<file path="src/rtl/clock_set_ctrl.sv">
`default_nettype none
// ============================================================================
// Module   : clock_set_ctrl
// Brief    : Run/set mode sequencer for the digital clock. Synchronises the
//            MODE and SET buttons, steps RUN -> SET_HOUR -> SET_MIN ->
//            SET_SEC -> RUN, gates the seconds counter, issues one-cycle
//            hour/minute increment and seconds-clear pulses, and produces
//            blink strobes for the digits being adjusted.
// Options  : define SET_AUTOREPEAT_EN to enable auto-repeat of the hour and
//            minute increment while SET is held.
// Revision : 1.0 - initial release
// ============================================================================
module clock_set_ctrl #(
  parameter int BLINK_DIV   = 12500000,  // cycles per blink half-period
  parameter int REPEAT_DLY  = 25000000,  // hold time before first repeat
  parameter int REPEAT_RATE = 5000000    // cycles between later repeats
) (
  input  logic       CLK,
  input  logic       RST,
  input  logic       SEC_PULSE,
  input  logic       BTN_MODE,
  input  logic       BTN_SET,
  output logic       SEC_EN,
  output logic       SEC_CLR,
  output logic       MIN_INC,
  output logic       HOUR_INC,
  output logic       BLINK_HOUR,
  output logic       BLINK_MIN,
  output logic [1:0] MODE
);

  // Both internal counters are 25 bits wide, enough for every legal setting.
  localparam int              c_CNT_W      = 25;
  localparam int              c_CNT_MAX    = (1 << c_CNT_W) - 1;
  localparam logic [c_CNT_W-1:0] c_BLINK_LAST = c_CNT_W'(BLINK_DIV - 1);

  // Reject out-of-range configurations at elaboration time.
  if (BLINK_DIV < 2 || BLINK_DIV > c_CNT_MAX) begin : g_chk_blink_div
    $error("clock_set_ctrl: BLINK_DIV out of range 2..2^25-1");
  end
  if (REPEAT_DLY < 2 || REPEAT_DLY > c_CNT_MAX) begin : g_chk_repeat_dly
    $error("clock_set_ctrl: REPEAT_DLY out of range 2..2^25-1");
  end
  if (REPEAT_RATE < 2 || REPEAT_RATE > c_CNT_MAX) begin : g_chk_repeat_rate
    $error("clock_set_ctrl: REPEAT_RATE out of range 2..2^25-1");
  end

  typedef enum logic [1:0] {
    ST_RUN      = 2'd0,
    ST_SET_HOUR = 2'd1,
    ST_SET_MIN  = 2'd2,
    ST_SET_SEC  = 2'd3
  } state_t;

  state_t state_q, state_d;

  logic mode_s1_q, mode_s2_q;
  logic set_s1_q,  set_s2_q;

  logic [c_CNT_W-1:0] blink_cnt_q, blink_cnt_d;
  logic               blink_ph_q,  blink_ph_d;
  logic               blink_hour_q, blink_min_q;

  logic sec_clr_q, min_inc_q, hour_inc_q;

  logic w_mode_press;
  logic w_set_press;
  logic w_set_act;
  logic w_rpt_hour;
  logic w_rpt_min;

  // Two-flop input path for both buttons; history is cleared by reset so a
  // button held through reset release shows up as a fresh press.
  always_ff @(posedge CLK) begin
    if (RST) begin
      mode_s1_q <= 1'b0;
      mode_s2_q <= 1'b0;
      set_s1_q  <= 1'b0;
      set_s2_q  <= 1'b0;
    end else begin
      mode_s1_q <= BTN_MODE;
      mode_s2_q <= mode_s1_q;
      set_s1_q  <= BTN_SET;
      set_s2_q  <= set_s1_q;
    end
  end

  // Rising-edge detect; a MODE press swallows a SET press in the same cycle.
  assign w_mode_press = mode_s1_q & ~mode_s2_q;
  assign w_set_press  = set_s1_q  & ~set_s2_q;
  assign w_set_act    = w_set_press & ~w_mode_press;

  // Mode state register.
  always_ff @(posedge CLK) begin
    if (RST) begin
      state_q <= ST_RUN;
    end else begin
      state_q <= state_d;
    end
  end

  // Next mode: advance one step on every MODE press.
  always_comb begin
    state_d = state_q;
    if (w_mode_press) begin
      case (state_q)
        ST_RUN:      state_d = ST_SET_HOUR;
        ST_SET_HOUR: state_d = ST_SET_MIN;
        ST_SET_MIN:  state_d = ST_SET_SEC;
        ST_SET_SEC:  state_d = ST_RUN;
        default:     state_d = ST_RUN;
      endcase
    end
  end

`ifdef SET_AUTOREPEAT_EN
  // Auto-repeat: while SET stays held in an hour/minute set state, count the
  // hold time. The first repeat fires once the count reaches REPEAT_DLY,
  // later ones every REPEAT_RATE cycles. rpt_arm_q marks the second phase.
  logic [c_CNT_W-1:0] rpt_cnt_q, rpt_cnt_d;
  logic               rpt_arm_q, rpt_arm_d;
  logic               w_rpt_hold;
  logic               w_rpt_fire;

  localparam logic [c_CNT_W-1:0] c_RPT_DLY  = c_CNT_W'(REPEAT_DLY);
  localparam logic [c_CNT_W-1:0] c_RPT_RATE = c_CNT_W'(REPEAT_RATE);

  assign w_rpt_hold = set_s2_q & ~w_mode_press &
                      ((state_q == ST_SET_HOUR) || (state_q == ST_SET_MIN));

  // Repeat counter next state and fire decision.
  always_comb begin
    rpt_cnt_d  = '0;
    rpt_arm_d  = 1'b0;
    w_rpt_fire = 1'b0;
    if (w_rpt_hold) begin
      if ((!rpt_arm_q && rpt_cnt_q == c_RPT_DLY) ||
          ( rpt_arm_q && rpt_cnt_q == c_RPT_RATE)) begin
        w_rpt_fire = 1'b1;
        rpt_cnt_d  = c_CNT_W'(1);
        rpt_arm_d  = 1'b1;
      end else begin
        rpt_cnt_d  = rpt_cnt_q + 1'b1;
        rpt_arm_d  = rpt_arm_q;
      end
    end
  end

  // Repeat counter register; releasing SET or leaving the state clears it.
  always_ff @(posedge CLK) begin
    if (RST) begin
      rpt_cnt_q <= '0;
      rpt_arm_q <= 1'b0;
    end else begin
      rpt_cnt_q <= rpt_cnt_d;
      rpt_arm_q <= rpt_arm_d;
    end
  end

  assign w_rpt_hour = w_rpt_fire & (state_q == ST_SET_HOUR);
  assign w_rpt_min  = w_rpt_fire & (state_q == ST_SET_MIN);
`else
  // Without auto-repeat every press yields exactly one pulse.
  assign w_rpt_hour = 1'b0;
  assign w_rpt_min  = 1'b0;
`endif

  // Registered one-cycle pulses toward the time counter chain.
  always_ff @(posedge CLK) begin
    if (RST) begin
      hour_inc_q <= 1'b0;
      min_inc_q  <= 1'b0;
      sec_clr_q  <= 1'b0;
    end else begin
      hour_inc_q <= (w_set_act & (state_q == ST_SET_HOUR)) | w_rpt_hour;
      min_inc_q  <= (w_set_act & (state_q == ST_SET_MIN))  | w_rpt_min;
      sec_clr_q  <=  w_set_act & (state_q == ST_SET_SEC);
    end
  end

  // Blink divider next state; restarts lit on every mode change.
  always_comb begin
    blink_cnt_d = blink_cnt_q + 1'b1;
    blink_ph_d  = blink_ph_q;
    if (state_d != state_q) begin
      blink_cnt_d = '0;
      blink_ph_d  = 1'b0;
    end else if (blink_cnt_q == c_BLINK_LAST) begin
      blink_cnt_d = '0;
      blink_ph_d  = ~blink_ph_q;
    end
  end

  // Blink divider and registered per-digit blank strobes.
  always_ff @(posedge CLK) begin
    if (RST) begin
      blink_cnt_q  <= '0;
      blink_ph_q   <= 1'b0;
      blink_hour_q <= 1'b0;
      blink_min_q  <= 1'b0;
    end else begin
      blink_cnt_q  <= blink_cnt_d;
      blink_ph_q   <= blink_ph_d;
      blink_hour_q <= (state_d == ST_SET_HOUR) & blink_ph_d;
      blink_min_q  <= (state_d == ST_SET_MIN)  & blink_ph_d;
    end
  end

  // Seconds run only in RUN; ticks arriving in any set state are dropped.
  assign SEC_EN     = (state_q == ST_RUN) & SEC_PULSE;
  assign SEC_CLR    = sec_clr_q;
  assign MIN_INC    = min_inc_q;
  assign HOUR_INC   = hour_inc_q;
  assign BLINK_HOUR = blink_hour_q;
  assign BLINK_MIN  = blink_min_q;
  assign MODE       = state_q;

endmodule
`default_nettype wire

</file>
<file path="config.mk">
export PLATFORM = sky130hd
export DESIGN_NAME = clock_set_ctrl
export DESIGN_NICKNAME = d
export VERILOG_FILES = /design/src/rtl/clock_set_ctrl.sv
export SDC_FILE = /design/constraint.sdc
export NUM_CORES = 1
export LEC_CHECK = 0
export CORE_ASPECT_RATIO = 1.4
export CORE_MARGIN = 2
export CORE_UTILIZATION = 53
export CTS_CLUSTER_DIAMETER = 120
export DETAILED_ROUTE_END_ITERATION = 12
export HOLD_SLACK_MARGIN = 0.08
export PLACE_DENSITY = 0.77
export RECOVER_POWER = 25
export SLEW_MARGIN = 10
export SYNTH_ARGS = -nofsm -noshare
export SYNTH_HDL_FRONTEND = slang
export SYNTH_SLANG_ARGS = --single-unit
</file>
<file path="constraint.sdc">
create_clock -name CLK -period 2.1 [get_ports CLK]
set_input_delay 0.42 -clock CLK [delete_from_list [all_inputs] [get_ports CLK]]
set_output_delay 0.42 -clock CLK [all_outputs]
set_load 0.02 [all_outputs]
</file>
==> impl_metrics.env <==
export IMPL_run_status="complete, no violations"
export IMPL_place_gp_congestion=0.776
export IMPL_r2r_start="blink_cnt_q[0]"
export IMPL_syn_cell_area_um2=1700
export IMPL_cts_clk_slew_worst_paths_ns=0.07
export IMPL_die_area_um2=3670
export IMPL_crit_family="simple AND/OR/NAND/NOR gates"
export IMPL_cts_max_level=2
export IMPL_wl_mm=3.40
export IMPL_cts_tree="yes"
export IMPL_die_x_um=51.8
export IMPL_max_stage_delay_ns=0.59
export IMPL_grt_max_degree=29
export IMPL_fin_tns_setup_ns=0
export IMPL_fin_ws_ns=0.113
export IMPL_fin_crit_ns=1.99
export IMPL_syn_avg_cell_area_um2=9.37
export IMPL_clockBufferDepth=2
export IMPL_grt_first_pass_wirelength_mm=5.55
export IMPL_cp_end_kind="register"
export IMPL_vias=1404
export IMPL_yosys_area_top_type_share=0.437
export IMPL_drc=0
export IMPL_die_h_um=70.9
export IMPL_ff2ff_setup_slack_ns=0.11
export IMPL_post_drt_wl_per_cell_um=14.4
export IMPL_ys_ff_latch=37
export IMPL_numCtsBuffers=5
export IMPL_overflow=0
export IMPL_worstPathCellList="ha_1 > and4_4 > nand3_1 > or4_1 > a211oi_2"
export IMPL_drv_slew=0
export IMPL_ios=13
export IMPL_pre_cts_ws_ns=0.0394
export IMPL_hpwl_mm=2.37
export IMPL_drt_iter0_drc=40
export IMPL_yosysTopAreaCell="dfxtp_1"
export IMPL_p_leak_uw=0.000672
export IMPL_cts_hold_buf=0
export IMPL_maxCapViolCount=0
export IMPL_hold_class="reg2reg"
export IMPL_min_delay_worst_endpoint="set_s2_q"
export IMPL_worstMarginPinSlew_ns=0.444
export IMPL_ant_nets=0
export IMPL_cp_start_kind="register"
export IMPL_grt_pass1_vias=1323
export IMPL_min_path_cells=1
export IMPL_setup_viol=0
export IMPL_track_usage=0.200
export IMPL_finalHoldViolations=0
export IMPL_portBuffers=12
export IMPL_fin_crit_sh=0.946
export IMPL_ys_seq_area_frac=0.437
export IMPL_utilization=0.646
export IMPL_syn_nets=192
export IMPL_max_slew_margin=0.701
export IMPL_worstRegToRegCells=5
export IMPL_r2r_end="blink_cnt_q[24]"
export IMPL_root_buffer="clkbuf_8"
export IMPL_worstPathArrival_ns=2.20
export IMPL_cp_required_ns=2.31
export IMPL_cts_sinks=37
export IMPL_synth_top_cells_by_area="dfxtp_1 (44%), a211oi_1 (5.8%), ha_1 (4.4%), nor3_1 (4.1%), xnor2_1 (3.1%)"
export IMPL_ys_types=36
export IMPL_syn2layout_area_growth_pct=17.8
export IMPL_yosys_warnings=0
export IMPL_core_rowCount=24
export IMPL_power_density_nw_per_um2=675
export IMPL_fin_skew_ns=0.00234
export IMPL_critPathBufInv=0
export IMPL_coreArea_um2=3090
export IMPL_total_power_uw=1350
export IMPL_final_nets=207
export IMPL_rsz0062_at_grt="no"
export IMPL_critPathSlowestCell="or4_1"
export IMPL_max_freq_ghz=0.503
export IMPL_vias_per_cell=5.95
export IMPL_drt_pass1_iter_count=4
export IMPL_worst_setup_path_type="reg2reg"
export IMPL_ir_drop_mv=0.536
export IMPL_layout_drive_gt1_share=0.117
export IMPL_synth_cells=181
export IMPL_diodes=0
export IMPL_worst_path_max_fanout=6
export IMPL_start_util=0.548
export IMPL_grt_antenna_before_repair=0
export IMPL_min_from="set_s1_q"
export IMPL_clk_latency_ns=0.29
==> layout make-up <==
cell class | instances | area, um2
clock buffer | 7 | 96.3
inverter | 6 | 22.5
tap | 39 | 48.8
timing repair buffer | 16 | 165
sequential | 37 | 743
multi-input combinational | 130 | 916
fill | 251 | 1100
clock inverter | 1 | 5.00
==> state kept, by name, summed over array words and instances (netlist names) <==
signal       cells
mode_s1_q        1
BLINK_HOUR       1
blink_ph_q       1
mode_s2_q        1
MIN_INC          1
MODE             2
HOUR_INC         1
set_s1_q         1
blink_cnt_q     25
set_s2_q         1
BLINK_MIN        1
SEC_CLR          1
==> routing by layer <==
layer	share of wire	routed length [um]	track usage
met5	0	0	0
met4	0.021	71	0.0965
met3	0.044	151	0.0633
met2	0.55	1870	0.350
met1	0.38	1300	0.212
==> cells by family after synthesis <==
| kind of cell | after synthesis | synth area share |
|---|---|---|
| adder cells (fa/ha/maj) | 6 | 0.0443 |
| buffers and inverters | 14 | 0.0325 |
| flip-flops | 37 | 0.437 |
| XOR/XNOR | 12 | 0.0620 |
| multiplexers | 2 | 0.0125 |
| AO/OA/AOI/OAI | 31 | 0.128 |
| AND/OR/NAND/NOR | 79 | 0.284 |
==> worst max-delay path by stage <==
stage	start	endpoint	slack [ns]	depth (start not counted)
CTS	MODE[0]	SEC_EN	0.04	4
floorplan	MODE[0]	blink_cnt_q[2]	0.001	8
global placement	SEC_PULSE	SEC_EN	0.11	3
finish	blink_cnt_q[0]	blink_cnt_q[24]	0.11	5
global route	blink_cnt_q[0]	blink_cnt_q[24]	0.01	5
detailed placement	blink_cnt_q[0]	blink_cnt_q[22]	0.04	5
==> worst register-to-register path, stage by stage, from the launching register on <==
cell and delay [ns]:
dfxtp_1 0.38, ha_1 0.23, and4_4 0.30, nand3_1 0.19, or4_1 0.59, a211oi_2 0.23
==> what timing repair did <==
action,4_1_cts,5_1_grt
buffers inserted,0,1
resized for setup,2,5
endpoints found under the setup margin,1,10
==> report_power, final <==
| group | internal [uW] | leakage (uW) | total, uW | switching [uW] |
|---|---|---|---|---|
| combinational | 42.7 | 0.000318 | 89.4 | 46.7 |
| clock | 296 | 0.0000542 | 534 | 238 |
| sequential | 714 | 0.000300 | 724 | 10.3 |
==> cells in the mapped netlist (all sizes together) <==
library cell,instances
o31ai,5
nand2,7
nor3b,3
or3,7
or4,6
mux2,1
o21ai,8
mux2i,1
clkbuf,6
nand4,6
o21a,1
and4,4
ha,6
nor3,15
nor4,1
and2,5
a31o,1
nand3,9
a21o,1
a211oi,14
nand2b,2
nor2b,5
xnor2,6
nor4b,1
dfxtp,37
nand4b,1
a21oi,1
and3,2
nor2,5
inv,6
buf,2
xor2,6
==> through the flow <==
| step | area, um2 | std cells | hold WS [ns] |
|---|---|---|---|
| after floorplan | 1700 | 181 | 0.430 |
| after global placement | 1870 | 227 | 0.441 |
| after detailed placement | 1870 | 227 | 0.455 |
| after CTS | 1970 | 235 | 0.465 |
| after global routing | 2000 | 236 | 0.480 |
| final | 2000 | 236 | 0.466 |
==> layout by cell type (no fill, tap or decap), types with 6 or more instances in the layout <==
cell type,n
nand2_1,7
ha_1,6
o21ai_0,8
dfxtp_1,35
clkdlybuf4s50_1,8
xnor2_1,6
a211oi_1,12
xor2_1,6
inv_1,6
or3_1,7
nor3_1,14
nand3_1,9
clkbuf_8,7
(Power assumes the default switching activity.)
